File: src/rtl/ihex_pkg.sv
// Shared definitions for the Intel-HEX loader: parser states, record types and
// the record start character.
package ihex_pkg;

    typedef enum logic [3:0] {
        ST_IDLE   = 4'd0,
        ST_LEN    = 4'd1,
        ST_ADDRH  = 4'd2,
        ST_ADDRL  = 4'd3,
        ST_TYPE   = 4'd4,
        ST_DATA   = 4'd5,
        ST_CHK    = 4'd6,
        ST_COMMIT = 4'd7,
        ST_RESYNC = 4'd8
    } state_t;

    localparam logic [7:0] REC_DATA = 8'h00;
    localparam logic [7:0] REC_EOF  = 8'h01;
    localparam logic [7:0] REC_ELA  = 8'h04;
    localparam logic [7:0] COLON    = 8'h3A;

endpackage

File: src/rtl/ihex_hex_nibble.sv
// ASCII hex digit decoder: 0-9, A-F, a-f map to a nibble with a valid flag.
module ihex_hex_nibble (
    input  logic [7:0] i_ascii,
    output logic       o_valid,
    output logic [3:0] o_nibble
);

    always_comb begin
        o_valid  = 1'b0;
        o_nibble = '0;
        if (i_ascii >= 8'h30 && i_ascii <= 8'h39) begin
            o_valid  = 1'b1;
            o_nibble = i_ascii[3:0];
        end else if ((i_ascii >= 8'h41 && i_ascii <= 8'h46) ||
                     (i_ascii >= 8'h61 && i_ascii <= 8'h66)) begin
            // 'A'/'a' have low nibble 1, so +9 lands on 10
            o_valid  = 1'b1;
            o_nibble = i_ascii[3:0] + 4'd9;
        end
    end

endmodule

File: src/rtl/ihex_loader.sv
// Intel-HEX record parser: checksums each record, commits data bytes to memory
// only after a good checksum, and answers every record with ACK or NAK.
module ihex_loader
    import ihex_pkg::*;
#(
    parameter int unsigned ADDR_W   = 32,
    parameter int unsigned MAX_LEN  = 16,
    parameter logic [7:0]  ACK_CHAR = 8'h06,
    parameter logic [7:0]  NAK_CHAR = 8'h15
) (
    input  logic              i_clk,
    input  logic              i_rst_n,
    input  logic              i_rx_rdy,
    input  logic [7:0]        i_rx_data,
    input  logic              i_tx_busy,
    output logic              o_tx_start,
    output logic [7:0]        o_tx_data,
    output logic              o_mem_we,
    output logic [ADDR_W-1:0] o_mem_addr,
    output logic [7:0]        o_mem_wdata,
    output logic              o_done,
    output logic [7:0]        o_err_cnt,
    output logic [3:0]        o_status
);

    localparam int unsigned IDX_W = (MAX_LEN > 1) ? $clog2(MAX_LEN) : 1;

    state_t            state_q, state_d;
    logic              nib_lo_q, nib_lo_d;
    logic [3:0]        hi_q, hi_d;
    logic [7:0]        sum_q, sum_d, len_q, len_d, type_q, type_d, idx_q, idx_d;
    logic [15:0]       off_q, off_d, ext_q, ext_d;
    logic [7:0]        buf_q [MAX_LEN];
    logic [7:0]        buf_d [MAX_LEN];
    logic              pend_q, pend_d;
    logic [7:0]        pdata_q, pdata_d;
    logic              we_q, we_d;
    logic [ADDR_W-1:0] addr_q, addr_d;
    logic [7:0]        wdata_q, wdata_d;
    logic              done_q, done_d;
    logic [7:0]        err_q, err_d;
    logic              hold_q, hold_d;
    logic [7:0]        hdata_q, hdata_d;

    logic              byte_vld, hex_vld, bad, good;
    logic [7:0]        byte_val, full_byte, sum_new;
    logic [3:0]        hex_nib;
    logic [31:0]       full_addr;

    ihex_hex_nibble u_nib (
        .i_ascii  (byte_val),
        .o_valid  (hex_vld),
        .o_nibble (hex_nib)
    );

    assign full_byte = {hi_q, hex_nib};
    assign sum_new   = sum_q + full_byte;

    always_comb begin
        state_d = state_q;   nib_lo_d = nib_lo_q; hi_d    = hi_q;
        sum_d   = sum_q;     len_d    = len_q;    type_d  = type_q;
        idx_d   = idx_q;     off_d    = off_q;    ext_d   = ext_q;
        buf_d   = buf_q;     pend_d   = pend_q;   pdata_d = pdata_q;
        we_d    = 1'b0;      addr_d   = addr_q;   wdata_d = wdata_q;
        done_d  = done_q;    err_d    = err_q;    hold_d  = hold_q;
        hdata_d = hdata_q;
        bad = 1'b0; good = 1'b0; full_addr = '0;

        // Bytes seen during COMMIT park in the hold register; it drains first afterwards
        byte_vld = 1'b0;
        byte_val = i_rx_data;
        if (state_q == ST_COMMIT) begin
            if (i_rx_rdy) begin
                hold_d  = 1'b1;
                hdata_d = i_rx_data;
            end
        end else if (hold_q) begin
            byte_vld = 1'b1;
            byte_val = hdata_q;
            hold_d   = i_rx_rdy;
            hdata_d  = i_rx_data;
        end else begin
            byte_vld = i_rx_rdy;
        end

        if (pend_q && !i_tx_busy) pend_d = 1'b0;

        case (state_q)
            ST_IDLE, ST_RESYNC: begin
                if (byte_vld && byte_val == COLON) begin
                    state_d = ST_LEN; sum_d = '0; idx_d = '0; nib_lo_d = 1'b0;
                end
            end
            ST_COMMIT: begin
                if (idx_q < len_q) begin
                    full_addr = {ext_q, off_q + {8'h00, idx_q}};
                    we_d      = 1'b1;
                    addr_d    = full_addr[ADDR_W-1:0];
                    wdata_d   = buf_q[idx_q[IDX_W-1:0]];
                    idx_d     = idx_q + 8'd1;
                end else begin
                    good    = 1'b1;
                    state_d = ST_IDLE;
                end
            end
            default: begin
                if (byte_vld) begin
                    if (byte_val == COLON) begin
                        bad = 1'b1;
                        state_d = ST_LEN; sum_d = '0; idx_d = '0; nib_lo_d = 1'b0;
                    end else if (!hex_vld) begin
                        bad = 1'b1;
                        state_d = ST_RESYNC;
                    end else if (!nib_lo_q) begin
                        hi_d     = hex_nib;
                        nib_lo_d = 1'b1;
                    end else begin
                        nib_lo_d = 1'b0;
                        sum_d    = sum_new;
                        case (state_q)
                            ST_LEN: begin
                                if (32'(full_byte) > MAX_LEN) begin
                                    bad = 1'b1; state_d = ST_RESYNC;
                                end else begin
                                    len_d = full_byte; state_d = ST_ADDRH;
                                end
                            end
                            ST_ADDRH: begin off_d[15:8] = full_byte; state_d = ST_ADDRL; end
                            ST_ADDRL: begin off_d[7:0]  = full_byte; state_d = ST_TYPE;  end
                            ST_TYPE: begin
                                type_d = full_byte;
                                if (full_byte == REC_ELA && len_q != 8'd2) begin
                                    bad = 1'b1; state_d = ST_RESYNC;
                                end else begin
                                    state_d = (len_q == 8'd0) ? ST_CHK : ST_DATA;
                                end
                            end
                            ST_DATA: begin
                                buf_d[idx_q[IDX_W-1:0]] = full_byte;
                                idx_d = idx_q + 8'd1;
                                if (idx_q + 8'd1 == len_q) state_d = ST_CHK;
                            end
                            ST_CHK: begin
                                state_d = ST_IDLE;
                                if (sum_new != 8'h00) begin
                                    bad = 1'b1; state_d = ST_RESYNC;
                                end else if (type_q == REC_DATA && len_q != 8'd0) begin
                                    // First write issues here so writes land on T+1..T+LEN
                                    full_addr = {ext_q, off_q};
                                    we_d      = 1'b1;
                                    addr_d    = full_addr[ADDR_W-1:0];
                                    wdata_d   = buf_q[0];
                                    idx_d     = 8'd1;
                                    state_d   = ST_COMMIT;
                                end else begin
                                    good = 1'b1;
                                    if (type_q == REC_EOF) done_d = 1'b1;
                                    if (type_q == REC_ELA) ext_d = {buf_q[0], buf_q[1]};
                                end
                            end
                            default: ;
                        endcase
                    end
                end
            end
        endcase

        if (bad) begin
            pend_d  = 1'b1;
            pdata_d = NAK_CHAR;
            if (err_q != 8'hFF) err_d = err_q + 8'd1;
        end else if (good) begin
            pend_d  = 1'b1;
            pdata_d = ACK_CHAR;
        end
    end

    always_ff @(posedge i_clk or negedge i_rst_n) begin
        if (!i_rst_n) begin
            state_q <= ST_IDLE; nib_lo_q <= 1'b0; hi_q    <= '0;
            sum_q   <= '0;      len_q    <= '0;   type_q  <= '0;
            idx_q   <= '0;      off_q    <= '0;   ext_q   <= '0;
            buf_q   <= '{default: '0};
            pend_q  <= 1'b0;    pdata_q  <= '0;   we_q    <= 1'b0;
            addr_q  <= '0;      wdata_q  <= '0;   done_q  <= 1'b0;
            err_q   <= '0;      hold_q   <= 1'b0; hdata_q <= '0;
        end else begin
            state_q <= state_d; nib_lo_q <= nib_lo_d; hi_q    <= hi_d;
            sum_q   <= sum_d;   len_q    <= len_d;    type_q  <= type_d;
            idx_q   <= idx_d;   off_q    <= off_d;    ext_q   <= ext_d;
            buf_q   <= buf_d;
            pend_q  <= pend_d;  pdata_q  <= pdata_d;  we_q    <= we_d;
            addr_q  <= addr_d;  wdata_q  <= wdata_d;  done_q  <= done_d;
            err_q   <= err_d;   hold_q   <= hold_d;   hdata_q <= hdata_d;
        end
    end

    assign o_tx_start  = pend_q && !i_tx_busy;
    assign o_tx_data   = pdata_q;
    assign o_mem_we    = we_q;
    assign o_mem_addr  = addr_q;
    assign o_mem_wdata = wdata_q;
    assign o_done      = done_q;
    assign o_err_cnt   = err_q;
    assign o_status    = state_q;

endmodule

File: config.mk
export PLATFORM = sky130hd
export DESIGN_NAME = ihex_loader
export DESIGN_NICKNAME = d
export VERILOG_FILES = /design/src/rtl/ihex_pkg.sv /design/src/rtl/ihex_hex_nibble.sv /design/src/rtl/ihex_loader.sv
export SDC_FILE = /design/constraint.sdc
export NUM_CORES = 1
export LEC_CHECK = 0
export ABC_CLOCK_PERIOD_IN_PS = 7450
export BUFFER_PORTS_ARGS = -buffer_cell sky130_fd_sc_hd__buf_2
export CORE_MARGIN = 5
export CORE_UTILIZATION = 50
export CTS_CLUSTER_SIZE = 16
export DETAILED_ROUTE_END_ITERATION = 12
export GPL_ROUTABILITY_DRIVEN = 0
export PLACE_DENSITY = 0.73
export SLEW_MARGIN = 20
export SYNTH_ARGS = -nofsm -noshare
export SYNTH_HDL_FRONTEND = slang
export SYNTH_SLANG_ARGS = --single-unit
File: constraint.sdc
create_clock -name i_clk -period 7.45 [get_ports i_clk]
set_input_delay 0 -clock i_clk [delete_from_list [all_inputs] [get_ports i_clk]]
set_output_delay 0 -clock i_clk [all_outputs]
set_load 0.01 [all_outputs]
==> key figures <==
Drt
  • DRC errors left: 0
  • DR WL/cell: 18.3 µm
  • Vias per inst: 5.79
  • Routed Antenna Nets: 0
  • Vias: 9263
  • Detailed Route Iter0 Violations: 803
  • First-pass detailed-route iteration total: 5
  • Detailed Route WL: 29300 µm

Floorplanning
  • Die Ht: 173 µm
  • IO Count: 75
  • Die area: 0.0298 mm²
  • Initial Util: 0.507
  • Die width: 173 µm
  • Core area: 0.0261 mm²
  • Row count: 59

Global route
  • All-Layer GR Usage: 0.194
  • Initial antenna violation count: 1
  • Grt total ovfl: 0
  • First-pass GRT wire length: 49000 µm
  • Pin count of the biggest net entering global routing: 148
  • Vias in the first global route: 9241

Cells and area
  • Nets: 1290
  • Fin cells: 1601
  • Proportion of layout cells with a drive suffix above 1: 0.240
  • Most common cell after layout, fill and taps aside: dfrtp_1
  • Antenna diodes: 0
  • P&R area growth vs syn: 12.4%
  • Commonest non-fill, non-tap cells in the layout: dfrtp_1 (263), o21ai_0 (155), nand2_1 (154)
  • # fillers: 2115

Yosys
  • Register area share after synthesis: 0.500
  • Mapped Cells: 1193
  • FF+latch count, synth: 264
  • Synth unique cells: 67
  • Synth warn: 0
  • Post-synth ARST share: 1.00
  • Avg Cell Area, Syn: 11.1 µm²
  • Most used DFF post-synth: dfrtp_1
  • Number of flops mapped to enable cells by yosys: 0
  • Synthesized cell area: 0.0132 mm²

Worst setup path
  • Buffers plus inverters on the worst setup path: 4
  • CP max-delay cell: a2111oi_0
  • CP required: 7.88 ns
  • Data arrival, critical path: 7.23 ns
  • CP Class: reg2reg
  • Worst Setup End Kind: flip-flop
  • Critical Path Max Stage Delay: 0.78 ns
  • Delay-heaviest family, CP: compound AO/OA/AOI/OAI gates
  • Cell Chain, Critical Path: nand4b_4 -> and2_1 -> mux2i_1 -> inv_1 -> ha_1 -> o21bai_1 -> a221oi_1 -> a31oi_1 -> nand3_1 -> o21a_1 -> o22a_1 -> buf_4 -> inv_1 -> ha_1 -> o21ai_0 -> or3b_2 -> nand3_1 -> a2111oi_0 -> nand4_1 -> nor2_1 -> a21boi_4 -> buf_4 -> mux2_2
  • Worst setup SP type: flip-flop
  • Worst-path fanout max: 33

STA
  • Setup tns final: 0 ns
  • Period utilization: 0.913
  • Worst Skew: 0.0135 ns
  • Final Hold Viols: 0
  • Final worst setup slack: 0.647 ns
  • Slew HR: 0.332
  • Unrepaired setup endpoints after global routing: no
  • Final Max Slew Viols: 0
  • Minimum clock period: 6.80 ns
  • Min Hold Slack: 0.134 ns
  • Achievable Freq: 147 MHz
  • Setup violators final: 0
  • Worst-margin pin slew: 1.00 ns

Clocking
  • Clock root cell: clkbuf_16
  • CTS Buf Count: 28
  • Worst-skew pair later-pin latency: 0.55 ns
  • H-tree Lvls: 1
  • CTS tree: yes
  • Hold buffers post-CTS: 11
  • Longest Clk Path Bufs: 3
  • Clk slew on worst S/H paths: 0.06 ns
  • Post_cts resized: 0
  • Setup Fix Bufs, Post-CTS: 0
  • Total clock sinks: 264

Power and ir drop
  • Max VDD drop: 0.000226 V
  • Pleak: 6.84 nW
  • PwrDens: 244 mW/mm²

Placed design
  • Final HPWL DP: 20100 µm
  • Cells after DPL: 1538
  • Pre-CTS setup slack: 0.848 ns
  • Number of port buffers: 70

Outcome
  • Status: completed

Flow run
  • Max Cap Viol: 0

Worst hold path
  • Hold WC Path Type: in2async
==> sequential cells by signal, summed over array words and instances (netlist names), 8 cells and up <==
register and count:
off_q 16, sum_q 8, buf_q 128, ext_q 16, hdata_q 8, type_q 8, o_mem_addr 32, o_mem_wdata 8
idx_q 8, len_q 8, o_err_cnt 8
==> through the flow <==
| step | instance area [µm²] | utilization | total power, mW |
|---|---|---|---|
| global placement | 13800 | 0.529 | 2.22 |
| finish | 14900 | 0.570 | 3.62 |
| floorplan | 13200 | - | 2.02 |
| CTS | 14900 | 0.570 | 3.64 |
| global route | 14900 | 0.570 | 3.79 |
| detailed placement | 13800 | 0.529 | 2.23 |
==> where the power goes <==
part           switching [mW]  internal (mW)
logic                   0.388          0.242
registers               0.107           1.49
clock network           0.572          0.827
==> final timing paths <==
kind,start,endpoint,slack (ns),cells past startpoint
min,i_rst_n,o_mem_addr[4],0.13,2
min in group i_clk,i_tx_busy,pend_q,0.26,4
max,o_status[3],o_mem_addr[22],0.65,23
max reg2reg,o_status[3],o_mem_addr[22],0.65,23
max in group asynchronous,i_rst_n,idx_q[0],6.01,3
min reg2reg,o_mem_wdata[0],o_mem_wdata[0],0.48,2
==> routing by layer <==
metal | wire length (µm) | up-vias | global-route usage
li1 | - | 4358 | -
met1 | 13100 | 4567 | 0.280
met2 | 13900 | 287 | 0.314
met3 | 1780 | 51 | 0.0284
met4 | 595 | 0 | 0.0482
met5 | 0 | - | 0
==> cells by family after synthesis <==
family                   after synthesis  synth area share
AO/OA/AOI/OAI                        252             0.109
XOR/XNOR                              33            0.0219
adder cells (fa/ha/maj)               35            0.0341
buffers and inverters                117            0.0380
flip-flops                           264             0.500
multiplexers                         161             0.170
other                                  1          0.000284
AND/OR/NAND/NOR                      330             0.127
==> area by class of cell <==
cell class              count  area [µm²]  share of cell area
clock buffers              40         806              0.0543
clock inverters            12         145             0.00977
inverters                  38         143             0.00960
multi-input cells         815        6130               0.413
flip-flops and latches    264        6610               0.445
well taps                 335         419              0.0282
repair buffers             97         603              0.0406
==> synth_stat cells (19+ instances only) <==
master	count	area, µm²
inv_1	38	143
o21ai_0	156	781
mux2_2	105	1180
xnor2_1	19	166
clkbuf_1	54	203
ha_1	32	400
dfrtp_1	264	6610
nor2_1	42	158
mux4_2	40	901
a21oi_1	28	140
nand3_1	26	130
nand2_1	154	578
No activity file was read; power rests on OpenSTA's default activity.
